### config.mk
export PLATFORM = sky130hd
export DESIGN_NAME = sd_cmd_serializer
export DESIGN_NICKNAME = d
export VERILOG_FILES = /design/src/rtl/sd_cmd_serializer.sv
export SDC_FILE = /design/constraint.sdc
export NUM_CORES = 1
export LEC_CHECK = 0
export BUFFER_PORTS_ARGS = -buffer_cell sky130_fd_sc_hd__buf_2
export CAP_MARGIN = 20
export CORE_MARGIN = 8
export CORE_UTILIZATION = 45
export DETAILED_ROUTE_END_ITERATION = 8
export HOLD_SLACK_MARGIN = 0.12
export MAX_ROUTING_LAYER = met4
export SLEW_MARGIN = 10
export SYNTH_ARGS = -nofsm -noshare
export SYNTH_HDL_FRONTEND = slang
export SYNTH_SLANG_ARGS = --single-unit
### constraint.sdc
create_clock -name sd_clk -period 7.1 [get_ports sd_clk]
set_input_delay 1.42 -clock sd_clk [delete_from_list [all_inputs] [get_ports sd_clk]]
set_output_delay 1.42 -clock sd_clk [all_outputs]
set_load 0.1 [all_outputs]
### src/rtl/sd_cmd_serializer.sv
// SD command-line transmitter: gathers a 5-byte command over a val/ack handshake,
// appends CRC7 and framing bits, and shifts the 48-bit frame out MSB first.
module sd_cmd_serializer #(
  parameter int WIDTH   = 8,
  parameter int N_BYTES = 5
) (
  input  logic             sd_clk,
  input  logic             rst_n,
  input  logic [WIDTH-1:0] in_data,
  input  logic             in_val,
  output logic             in_ack,
  output logic             cmd_out,
  output logic             cmd_oe,
  output logic             busy,
  output logic             done
);

  typedef enum logic [1:0] {S_IDLE, S_COLLECT, S_SHIFT, S_END} state_t;

  state_t      r_state, w_state_nxt;
  logic [2:0]  r_cnt, w_cnt_nxt;
  logic        r_full, w_full_nxt;
  logic [5:0]  r_bitcnt, w_bitcnt_nxt;
  logic [39:0] r_payload, w_payload_nxt;
  logic [6:0]  r_crc, w_crc_nxt;
  logic        r_ack, w_ack_nxt;
  logic        r_cmd_out, w_cmd_out_nxt;
  logic        r_oe, w_oe_nxt;
  logic        r_busy, w_busy_nxt;
  logic        r_done, w_done_nxt;

  logic        w_take;
  logic [7:0]  w_byte;
  logic [5:0]  w_nb;
  logic [5:0]  w_pidx;

  function automatic logic [6:0] f_crc7_step(input logic [6:0] c, input logic b);
    logic fb;
    fb = c[6] ^ b;
    return {c[5:3], c[2] ^ fb, c[1:0], fb};
  endfunction

  // A fresh command may start on the END->IDLE edge, so END accepts like IDLE.
  assign w_take = in_val && !r_ack &&
                  ((r_state == S_IDLE) || (r_state == S_END) ||
                   ((r_state == S_COLLECT) && !r_full));
  assign w_byte = (r_cnt == 3'd0) ? {2'b01, in_data[5:0]} : in_data[7:0];
  assign w_nb   = r_bitcnt - 6'd1;
  assign w_pidx = w_nb - 6'd8;

  always_comb begin
    w_state_nxt   = r_state;
    w_cnt_nxt     = r_cnt;
    w_full_nxt    = r_full;
    w_bitcnt_nxt  = r_bitcnt;
    w_payload_nxt = r_payload;
    w_crc_nxt     = r_crc;
    w_ack_nxt     = 1'b0;
    w_cmd_out_nxt = r_cmd_out;
    w_oe_nxt      = r_oe;
    w_busy_nxt    = r_busy;
    w_done_nxt    = 1'b0;
    case (r_state)
      S_IDLE, S_COLLECT: begin
        if (r_full) begin
          w_state_nxt   = S_SHIFT;
          w_full_nxt    = 1'b0;
          w_cnt_nxt     = 3'd0;
          w_bitcnt_nxt  = 6'd47;
          w_cmd_out_nxt = r_payload[39];
          w_crc_nxt     = f_crc7_step(7'd0, r_payload[39]);
          w_oe_nxt      = 1'b1;
        end else if (w_take) begin
          w_ack_nxt     = 1'b1;
          w_busy_nxt    = 1'b1;
          w_state_nxt   = S_COLLECT;
          w_payload_nxt = {r_payload[31:0], w_byte};
          if (r_cnt == 3'(N_BYTES - 1)) w_full_nxt = 1'b1;
          else                          w_cnt_nxt  = r_cnt + 3'd1;
        end
      end
      S_SHIFT: begin
        w_bitcnt_nxt = w_nb;
        if (w_nb >= 6'd8) begin
          w_cmd_out_nxt = r_payload[w_pidx];
          w_crc_nxt     = f_crc7_step(r_crc, r_payload[w_pidx]);
        end else if (w_nb != 6'd0) begin
          w_cmd_out_nxt = r_crc[6];
          w_crc_nxt     = {r_crc[5:0], 1'b0};
        end else begin
          w_cmd_out_nxt = 1'b1;
          w_state_nxt   = S_END;
        end
      end
      default: begin
        w_state_nxt   = S_IDLE;
        w_oe_nxt      = 1'b0;
        w_cmd_out_nxt = 1'b1;
        w_busy_nxt    = 1'b0;
        w_done_nxt    = 1'b1;
        if (w_take) begin
          w_ack_nxt     = 1'b1;
          w_busy_nxt    = 1'b1;
          w_state_nxt   = S_COLLECT;
          w_payload_nxt = {r_payload[31:0], w_byte};
          w_cnt_nxt     = 3'd1;
        end
      end
    endcase
  end

  always_ff @(posedge sd_clk) begin
    if (!rst_n) begin
      r_state   <= S_IDLE;
      r_cnt     <= 3'd0;
      r_full    <= 1'b0;
      r_bitcnt  <= 6'd0;
      r_ack     <= 1'b0;
      r_cmd_out <= 1'b1;
      r_oe      <= 1'b0;
      r_busy    <= 1'b0;
      r_done    <= 1'b0;
    end else begin
      r_state   <= w_state_nxt;
      r_cnt     <= w_cnt_nxt;
      r_full    <= w_full_nxt;
      r_bitcnt  <= w_bitcnt_nxt;
      r_ack     <= w_ack_nxt;
      r_cmd_out <= w_cmd_out_nxt;
      r_oe      <= w_oe_nxt;
      r_busy    <= w_busy_nxt;
      r_done    <= w_done_nxt;
    end
  end

  // Payload and CRC are reloaded before use, so they carry no reset.
  always_ff @(posedge sd_clk) begin
    r_payload <= w_payload_nxt;
    r_crc     <= w_crc_nxt;
  end

  assign in_ack  = r_ack;
  assign cmd_out = r_cmd_out;
  assign cmd_oe  = r_oe;
  assign busy    = r_busy;
  assign done    = r_done;

endmodule
==> flow_summary.json <==
{
  "grt_pass1_vias": 1884,
  "skew_ns": 0.00612,
  "period_minus_slack_ns": 3.46,
  "synth_top_cell_by_area": "edfxtp_1",
  "leakagePower_nw": 1.25,
  "route.detailed.wl_per_inst_um": 16.0,
  "h-tree-depth": 3,
  "synthCells": 239,
  "viasPerCell": 5.50,
  "syn_nets": 260,
  "p_total_w": 0.000820,
  "row_count": 29,
  "synth_most_common_cell": "edfxtp_1",
  "drc": 0,
  "clk_path_buf_depth": 2,
  "drt_first_pass_iters": 4,
  "cts_setup_buffers": 0,
  "wl_met2_mm": 2.49,
  "ant_nets": 0,
  "grt_usage_pct": 12.7,
  "place.gp.congestion": 0.808,
  "clk_pin_slew_ns": 0.08,
  "antenna_found_initial": 0,
  "syn_to_final_growth_pct": 12.0,
  "grt_pass1_wl_mm": 9.36,
  "finalSetupViolCount": 0,
  "setup-tns-final_ns": 0,
  "seq_area_frac_synth_pct": 58.9,
  "synth_area_um2": 2970,
  "rsz0062_at_grt": "no",
  "initial_core_util_pct": 46.5,
  "worst_slew_pin_slew_ns": 0.892,
  "yosysWarnings": 0,
  "die_h_um": 97.3,
  "post-route-period-util_pct": 48.7,
  "end_kind": "register",
  "hold_slack_ns": 0.451,
  "ys_async_sr_fraction_pct": 0,
  "grt_max_degree": 41,
  "met3WireLength_um": 283,
  "via_count": 1869,
  "synthTopCellsByCount": "edfxtp_1 (47), nand2_1 (20), nor2_1 (18)",
  "hold_viol": 0,
  "wl_met1_mm": 2.60,
  "grt_overflow": 0,
  "hold_class": "register to register",
  "final-seq-area_um2": 1750,
  "cts.sinks": 64,
  "vdd_ir_drop_max_v": 0.000138,
  "worstSkewPairLatency_ns": 0.35,
  "io_pins": 16,
  "worstSetupStartpointType": "register",
  "drt-initial-drc-count": 213,
  "hold_buffers": 0,
  "synth-edff-count": 47,
  "n_fill_cell": 563,
  "dieArea_um2": 9460,
  "synthDistinctLibCells": 51,
  "ys_ff_latch": 64,
  "synthFlopType": "edfxtp_1",
  "netlist.area_leader.share_pct": 47.5,
  "final_max_slew_viol_count": 0,
  "critPathKind": "register to register",
  "cts_tree": "done",
  "clk_root_buffer_cell": "clkbuf_8",
  "outcome": "complete, no violations",
  "power_density_nw_per_um2": 246,
  "io_buffers": 15,
  "synthTopCellsByArea": "edfxtp_1 (47%), dfxtp_1 (11%), ha_1 (4.2%)",
  "fmax_mhz": 289,
  "synth_area_per_cell_um2": 12.4,
  "post_route_cells_drive_above_1_share_pct": 19.0,
  "routed.top_layer": "met4",
  "cp.arrival_ns": 3.56,
  "maxCapViolations": 0,
  "utilization_pct": 52.1,
  "drt_wl_total_mm": 5.45,
  "die_w_um": 97.3,
  "antenna_cells": 0,
  "core_region_area_um2": 6390,
  "cts_resized": 0,
  "slew_headroom_pct": 40.1,
  "layout.nets": 279,
  "hpwlAfterDp_mm": 3.66,
  "crit_required_ns": 7.20,
  "multi_input_area_um2": 1140,
  "cts_buffers": 9,
  "worst-path-max-fanout": 15
}
-- registers in the layout, summed over array words and instances, names as in the netlist --
name       flops
done           1
r_full         1
busy           1
cmd_out        1
cmd_oe         1
r_payload     40
r_bitcnt       6
r_state        2
r_cnt          3
r_crc          7
in_ack         1
-- critical path, stage by stage, from the launching register on --
cell and delay, ns:
dfxtp_1 0.61, inv_1 0.12, ha_1 0.33, xor2_4 0.53
mux4_1 0.63, mux2_2 0.29, nand3_2 0.10, nor2_2 0.05
a221oi_2 0.33, a21o_1 0.16, nand3_1 0.07
-- power breakdown --
part	total [W]	internal, W	switching, W
Sequential	0.000453	0.000438	0.0000149
Clock	0.000291	0.000133	0.000158
Combinational	0.0000764	0.0000266	0.0000498
-- final timing paths --
check                  endpoint  slack, ns  depth (start not counted)    startpoint
setup / recovery       r_crc[3]       3.64                         10   r_bitcnt[0]
hold / removal    r_payload[13]       0.45                          0  r_payload[5]
hold reg to reg   r_payload[13]       0.45                          0  r_payload[5]
setup reg to reg       r_crc[3]       3.64                         10   r_bitcnt[0]
-- layout by cell type, fill, tap and decap left out, types with 6 or more instances in the layout --
cell      count
nand3_1       8
nand2b_1      7
ha_1         10
dfxtp_1      17
mux2i_1      10
inv_1        11
buf_2        15
nand2_1      20
clkbuf_8      9
o21ai_0       6
edfxtp_1     47
a21oi_1       9
and2_1        8
nor2_1       17
-- kinds of logic (layout without fill, tap and decap cells) --
group           count (synthesis)  in the layout  share of synthesized area (%)
mux                            16             16                           7.28
buf+inv                        21             45                           2.95
simple gates                   81             81                           14.1
compound gates                 42             42                           9.81
xor+xnor                        5              5                           2.74
fa+ha+maj                      10             10                           4.21
flops                          64             64                           58.9
-- final cells by class --
cell class	count	share of cell area, %
flip-flops and latches	64	52.6
multi-input cells	154	34.2
clock buffers	9	3.72
repair buffers	17	3.31
well taps	77	2.89
clock inverters	7	1.84
inverters	12	1.35
-- per-layer routing --
metal	up-vias	GRT usage (%)
met5	-	-
met4	0	5.01
met3	6	4.91
met2	40	18.0
met1	894	16.0
li1	929	-
-- through the flow --
stage | setup slack (ns) | instances | cell area [um^2]
3_5_place_dp | 3.67 | 323 | 3120
6_report | 3.64 | 340 | 3330
3_3_place_gp | 3.73 | 323 | 3120
5_1_grt | 3.30 | 340 | 3330
2_1_floorplan | 3.34 | 239 | 2970
4_1_cts | 3.62 | 339 | 3300
No activity file was read; power rests on OpenSTA's default activity.
